--- src/rtl/ijtag_scan_sequencer.sv ---
// ijtag_scan_sequencer: round-robin arbitrated IJTAG DR scan sequencer for two requesters
module ijtag_scan_sequencer #(
  parameter int         SCAN_LEN = 16,
  parameter logic [3:0] IJTAG_IR = 4'b1000
) (
  input  logic                tck,
  input  logic                trst,
  input  logic [1:0]          req,
  input  logic [SCAN_LEN-1:0] wdata0,
  input  logic [SCAN_LEN-1:0] wdata1,
  output logic [1:0]          gnt,
  output logic [1:0]          done,
  output logic [SCAN_LEN-1:0] rdata,
  output logic                busy,
  output logic [3:0]          ir_o,
  output logic                capture_dr,
  output logic                shift_dr,
  output logic                update_dr,
  output logic                tdi_o,
  input  logic                tdo_i
);
  localparam int CW = $clog2(SCAN_LEN);
  typedef enum logic [2:0] {IDLE, SELECT, CAPTURE, SHIFT, UPDATE, DONE} state_t;
  state_t              state_q, state_d;
  logic [SCAN_LEN-1:0] sr_q, sr_d, rdata_q, rdata_d;
  logic [CW-1:0]       cnt_q, cnt_d;
  logic                owner_q, owner_d, last_q, last_d, win;
  // arbitration, next-state and datapath updates
  always_comb begin
    state_d = state_q;
    sr_d    = sr_q;
    rdata_d = rdata_q;
    cnt_d   = cnt_q;
    owner_d = owner_q;
    last_d  = last_q;
    win     = (req == 2'b11) ? ~last_q : req[1];
    case (state_q)
      IDLE: if (req != 2'b00) begin
        state_d = SELECT;
        owner_d = win;
        last_d  = win;
        sr_d    = win ? wdata1 : wdata0;
      end
      SELECT:  state_d = CAPTURE;
      CAPTURE: begin
        state_d = SHIFT;
        cnt_d   = '0;
      end
      SHIFT: begin
        sr_d    = sr_q >> 1;
        rdata_d = {tdo_i, rdata_q[SCAN_LEN-1:1]};
        cnt_d   = cnt_q + 1'b1;
        state_d = (cnt_q == CW'(SCAN_LEN - 1)) ? UPDATE : SHIFT;
      end
      UPDATE:  state_d = DONE;
      default: state_d = IDLE;
    endcase
  end
  // state register; reset aborts any transaction and restores requester-0 priority
  always_ff @(posedge tck) begin
    if (trst) begin
      state_q <= IDLE;
      sr_q    <= '0;
      rdata_q <= '0;
      cnt_q   <= '0;
      owner_q <= 1'b0;
      last_q  <= 1'b1;
    end else begin
      state_q <= state_d;
      sr_q    <= sr_d;
      rdata_q <= rdata_d;
      cnt_q   <= cnt_d;
      owner_q <= owner_d;
      last_q  <= last_d;
    end
  end
  assign busy       = state_q != IDLE;
  assign gnt        = (state_q == SELECT) ? (owner_q ? 2'b10 : 2'b01) : 2'b00;
  assign done       = (state_q == DONE) ? (owner_q ? 2'b10 : 2'b01) : 2'b00;
  assign ir_o       = (state_q inside {SELECT, CAPTURE, SHIFT, UPDATE}) ? IJTAG_IR : 4'b0000;
  assign capture_dr = state_q == CAPTURE;
  assign shift_dr   = state_q == SHIFT;
  assign update_dr  = state_q == UPDATE;
  assign tdi_o      = (state_q == SHIFT) & sr_q[0];
  assign rdata      = rdata_q;
endmodule

--- config.mk ---
export PLATFORM = sky130hd
export DESIGN_NAME = ijtag_scan_sequencer
export DESIGN_NICKNAME = d
export VERILOG_FILES = /design/src/rtl/ijtag_scan_sequencer.sv
export SDC_FILE = /design/constraint.sdc
export NUM_CORES = 1
export LEC_CHECK = 0
export ABC_AREA = 1
export BUFFER_PORTS_ARGS = -buffer_cell sky130_fd_sc_hd__buf_2
export CELL_PAD_IN_SITES_DETAIL_PLACEMENT = 2
export CELL_PAD_IN_SITES_GLOBAL_PLACEMENT = 2
export CORE_MARGIN = 5
export CORE_UTILIZATION = 26
export DETAILED_ROUTE_END_ITERATION = 16
export GPL_TIMING_DRIVEN = 1
export HOLD_SLACK_MARGIN = 0.03
export PLACE_DENSITY_LB_ADDON = 0.1
export SLEW_MARGIN = 20
export SYNTH_ARGS = -nofsm -noshare
export SYNTH_HDL_FRONTEND = slang
export SYNTH_SLANG_ARGS = --single-unit
--- constraint.sdc ---
create_clock -name tck -period 1.3 [get_ports tck]
set_input_delay 0.065 -clock tck [delete_from_list [all_inputs] [get_ports tck]]
set_output_delay 0.065 -clock tck [all_outputs]
set_load 0.01 [all_outputs]
==> reports/metrics.yaml, run 1 <==
setup_path:
  slowest_stage: "dfxtp_4"
  crit_family: "flip-flops"
  r2r-start: "state_q[0]$_SDFFE_PP0P_"
  path_buf_inv: 3
  cp.arrival_ns: 1.28
  setup.worst_path.end_class: "output pin"
  path_depth: 6
  critPathKind: "reg -> out"
  critical_path.cell_chain: "inv_4 > nor2_4 > nand2_4 > buf_12 > nor2_4 > buf_6"
  cp_max_fo: 11
  worst_setup_path_start_kind: "flip-flop"
  path_common_cell: "nor2_4"
  ff2ff_path_depth: 9
  max_stage_delay_ns: 0.39
  cp-startpoint: "state_q[1]$_SDFFE_PP0P_"
  required_ns: 1.24
clock_tree:
  cts_tree: "yes"
  clkTransAtPathRegs_ns: 0.08
  numCtsBuffers: 5
  clock_latency_ns: 0.30
  clkSinkCount: 41
  h-tree-depth: 2
  root_buffer: "clkbuf_8"
  clk_path_buf_depth: 2
sta:
  rsz0062_at_grt: "yes"
  setup_viol: 15
  hold_viol_final: 0
  whs_ns: 0.140
  fin_crit_sh_pct: 103
  fmax_mhz: 744
  min_period_ns: 1.34
  finClkSkew_ns: 0.00689
  setup_slack_ns: -0.0446
  slew_viol_final: 0
yosys:
  yosysUniqueCellTypes: 22
  synth_cells: 314
  ys_seq_area_share_pct: 39.9
  ys_warn_count: 0
  ys_ff_latch: 41
  syn_avg_cell_area_um2: 6.55
  syn_area_mm2: 0.00206
min_path:
  whs_path_depth: 5
  hold_path_class: "in -> reg"
  hold_start: "wdata1[15]"
routing:
  dr.pass1.iters: 4
  drc: 0
  viasPerCell: 4.50
  drtIter0Drc: 43
  wl_mm: 6.93
  vias: 2244
  ant_nets: 0
  avgRoutedWirePerCell_um: 13.9
cells_and_area:
  drive_gt1_share_pct: 30.0
  seqCellArea_um2: 830
  layout.nets: 434
  diodes: 0
  multiInputGateArea_mm2: 0.00106
  fill_cells: 954
  final_cell_mix: "94 x nand2_1, 59 x buf_2, 50 x nand3_1"
  final_util_pct: 37.5
  synthToLayoutAreaGrowth_pct: 41.1
  final_common_cell: "nand2_1"
pwr:
  powerDensity_mw_per_mm2: 1210
  leakagePower_nw: 1.57
  irDropWorstVdd_uv: 547
place:
  io_buffers: 62
  routabilityCongestion: 0.737
  dp_hpwl_mm: 5.02
floorplanning:
  rows: 32
  die_w_um: 98.9
  ios: 66
  start_util_pct: 26.6
  die_h_um: 98.9
  fp.dieArea_mm2: 0.00979
  core_mm2: 0.00773
grt:
  grt_max_degree: 25
  grt_pass1_wl_mm: 11.7
  antenna_found_initial: 0
  grt_overflow: 0
  grt_pass1_vias: 2437
  grt_use_total_pct: 14.6
status:
  status: "complete, but fails checks"
  violations: "negative setup slack"
job:
  max_cap_violations: 0
-- area by class of cell --
class | count | share of cell area, %
Inverter | 27 | 4.18
Sequential cell | 41 | 28.6
Clock buffer | 7 | 2.98
Clock inverter | 1 | 1.04
Timing Repair Buffer | 91 | 22.1
Multi-Input combinational cell | 230 | 36.7
Tap cell | 102 | 4.40
-- cell usage after synthesis --
cell,number,area [um2]
nand2_1,95,357
nand3_1,51,255
nor2_1,44,165
dfxtp_1,41,821
inv_1,23,86.3
o21ai_0,19,95.1
buf_4,9,67.6
a21oi_1,6,30.0
buf_2,5,25.0
nand2_2,5,31.3
clkbuf_1,3,11.3
inv_2,2,7.51
nor2_4,2,22.5
a31oi_1,1,6.26
buf_8,1,15.0
clkinv_1,1,3.75
conb_1,1,3.75
ha_1,1,12.5
inv_6,1,8.76
nand3_4,1,17.5
nand3b_1,1,7.51
nor2_2,1,6.26
-- final timing paths --
check,endpoint,slack [ns]
setup / recovery,tdi_o,-0.04
hold / removal,sr_q[15]$_SDFFE_PP0P_,0.14
setup reg to reg,sr_q[1]$_SDFFE_PP0P_,-0.02
hold reg to reg,cnt_q[0]$_SDFFE_PP0P_,0.50
-- flip-flops by register name, summed over array words and instances, names as in the netlist --
name     flops
rdata       16
sr_q        16
cnt_q        4
state_q      3
last_q       1
owner_q      1
-- logic make-up after synthesis --
group,after synthesis,synth area share [%]
DFF,41,39.9
adders and majority gates,1,0.609
and+or+nand+nor,200,41.9
buffers and inverters,45,11.0
other,1,0.182
AOI/OAI and AO/OA,26,6.39
-- where the power goes --
group | total (mW) | leakage (nW) | internal (mW) | switching (mW)
Combinational | 0.971 | 1.17 | 0.435 | 0.536
Sequential | 1.45 | 0.337 | 1.37 | 0.0810
Clock | 1.09 | 0.0585 | 0.627 | 0.463
-- tightest hold or removal path: stages --
cell and delay, ns:
buf_2 0.10, nand2_1 0.05, nand2_1 0.05, nand2_1 0.07, a21oi_2 0.05
-- metal layers --
metal	vias up	track usage [%]	share of wire (%)
met4	0	5.36	1.9
met3	10	3.33	5.4
met5	-	0	0
li1	1145	-	-
met1	1039	17.1	43
met2	50	25.8	50
-- stage by stage --
step           TNS (ns)  power, mW  instances  setup WS (ns)  area, um2
6_report         -0.245       3.51        499        -0.0446       2900
5_1_grt           -3.25       3.76        499         -0.138       2900
4_1_cts          -0.295       3.48        494        -0.0966       2770
3_5_place_dp          0       2.31        480        0.00593       2550
3_3_place_gp          0       2.28        480         0.0546       2550
2_1_floorplan         0       1.97        316          0.102       2060
-- timing repair --
action / in CTS / in global routing
gates resized for setup: 12 / 23
pin swaps: 3 / 5
setup endpoints to repair: 9 / 41
hold buffers: 2 / 0
setup buffers: 4 / 4
cloned: 0 / 1
hold endpoints to repair: 5 / 0
No activity file was read; power rests on OpenSTA's default activity.
==> run 2, diff against run 1 <==
PLACE_DENSITY = 0.85   (was unset)
PLACE_DENSITY_LB_ADDON = unset   (was 0.1)
==> reports/metrics.yaml, run 2 (synthesis gave the netlist of run 1 again) <==
status:
  status: "complete, but fails checks"
  violations: "negative setup slack"
cells_and_area:
  synthToLayoutAreaGrowth_pct: 43.0
  drive_gt1_share_pct: 32.7  # +2.7 points
  layout.nets: 438  # +0.92%
  final_cell_mix: "93 x nand2_1, 58 x buf_2, 44 x nand3_1"
  diodes: 0  # unchanged
  final_common_cell: "nand2_1"
  finish.instance_area_mm2: 0.00294  # +1.4%
  finalNonFillerCells: 503  # +0.80%
  final_util_pct: 38.1  # +0.52 points
setup_path:
  setup.worst_path.end_class: "output pin"
  critPathKind: "reg -> out"
  cp.arrival_ns: 1.29  # about the same
  cp_max_fo: 3  # -8
  required_ns: 1.24  # about the same
  worst_setup_path_start_kind: "flip-flop"
grt:
  busiest_layer: "met2"
  use_met2_pct: 28.0  # +2.2 points
  grt_pass1_wl_mm: 12.4  # +5.8%
  grtUsageMet1_pct: 17.4  # +0.31 points
  use_met3_pct: 3.89  # +0.57 points
  grt_overflow: 0  # unchanged
  grt_max_degree: 31  # +24%
  antenna_found_initial: 0  # unchanged
  grt_pass1_vias: 2655  # +8.9%
  grt_use_total_pct: 15.3  # +0.72 points
pwr:
  leakagePower_nw: 1.57  # +0.21%
  irDropWorstVdd_uv: 534  # -2.3%
  powerDensity_mw_per_mm2: 1130  # -7.1%
  fin_total_pwr_mw: 3.31  # -5.8%
sta:
  fin_tns_setup_ns: -0.482  # -0.237 ns
  rsz0062_at_grt: "yes"
  fin_crit_sh_pct: 105  # +1.1 points
  setup_viol: 16  # +1
  setup_slack_ns: -0.0594  # -0.0149 ns
  min_period_ns: 1.36  # +0.0149 ns
  finClkSkew_ns: 0.00428  # -0.00260 ns
  fmax_mhz: 736  # -1.1%
  hold_viol_final: 0  # unchanged
  slew_viol_final: 0  # unchanged
place:
  io_buffers: 62  # unchanged
  placed_area_mm2: 0.00252  # -1.2%
  dp_hpwl_mm: 5.22  # +4.1%
  routabilityCongestion: 0.713  # -3.3%
  dp.cells: 476  # -0.83%
floorplanning:
  ios: 66  # unchanged
  die_w_um: 98.9  # unchanged
  fp.dieArea_mm2: 0.00979  # unchanged
  rows: 32  # unchanged
  start_util_pct: 26.6  # unchanged
  die_h_um: 98.9  # unchanged
  core_mm2: 0.00773  # unchanged
job:
  max_cap_violations: 0  # unchanged
routing:
  avgRoutedWirePerCell_um: 15.3  # +10%
  viasPerCell: 4.70  # +4.5%
  drc: 0  # unchanged
  dr.pass1.iters: 4  # unchanged
  vias: 2364  # +5.3%
  drtIter0Drc: 48  # +12%
  wl_mm: 7.68  # +11%
  ant_nets: 0  # unchanged
clock_tree:
  clkTransAtPathRegs_ns: 0.08  # about the same
  clock_latency_ns: 0.30  # about the same
  root_buffer: "clkbuf_8"
  cts_tree: "yes"
  numCtsBuffers: 5  # unchanged
  clk_path_buf_depth: 2  # unchanged
  h-tree-depth: 2  # unchanged
  clkSinkCount: 41  # unchanged
min_path:
  hold_path_class: "in -> reg"
[run 2: final timing paths]
check	from	endpoint	slack, ns	depth (start not counted)
hold reg to reg	cnt_q[0]$_SDFFE_PP0P_	cnt_q[0]$_SDFFE_PP0P_	0.50	1
hold / removal	wdata1[15]	sr_q[15]$_SDFFE_PP0P_	0.12	5
setup reg to reg	state_q[2]$_SDFFE_PP0P_	sr_q[13]$_SDFFE_PP0P_	-0.06	9
setup / recovery	state_q[2]$_SDFFE_PP0P_	capture_dr	-0.06	6
[run 2: report_power, final]
part | switching [mW] | internal [mW]
clock | 0.481 | 0.371
combinational | 0.571 | 0.425
sequential | 0.0898 | 1.37
total | 1.14 | 2.17
[run 2: metrics by stage]
stage | hold slack (ns) | setup WS (ns)
after floorplan | 0.134 | 0.102
after global placement | 0.289 | 0.0799
after detailed placement | 0.323 | 0.0202
after CTS | 0.109 | -0.0537
after global routing | 0.146 | -0.153
final | 0.116 | -0.0594
[run 2: area by class of cell]
type | instances | area, um2
Inverter | 27 | 125
Tap cell | 102 | 128
Multi-Input combinational cell | 231 | 1110
Timing Repair Buffer | 94 | 661
Clock inverter | 3 | 17.5
Fill cell | 945 | 4790
Clock buffer | 5 | 68.8
Sequential cell | 41 | 832
[run 2: critical path, stage by stage (launching register included)]
cell     delay (ns)
dfxtp_4        0.36
buf_6          0.12
nor2_4         0.11
buf_4          0.13
nand2_2        0.07
inv_1          0.07
buf_2          0.13
[run 2: routing by layer]
metal / wire length [um] / share of wire [%] / vias to the layer above
met4: 141 / 1.8 / 0
met3: 338 / 4.4 / 13
met1: 3160 / 41 / 1135
li1: - / - / 1151
met2: 4040 / 53 / 65
met5: 0 / 0 / -
[run 2: timing repair]
action / CTS / global route
endpoints found under the setup margin: 8 / 44
hold buffers: 2 / 0
pin swaps: 4 / 4
resized for setup: 21 / 27
buffers inserted: 15 / 2
hold endpoints to repair: 5 / 0
cloned: 1 / 0
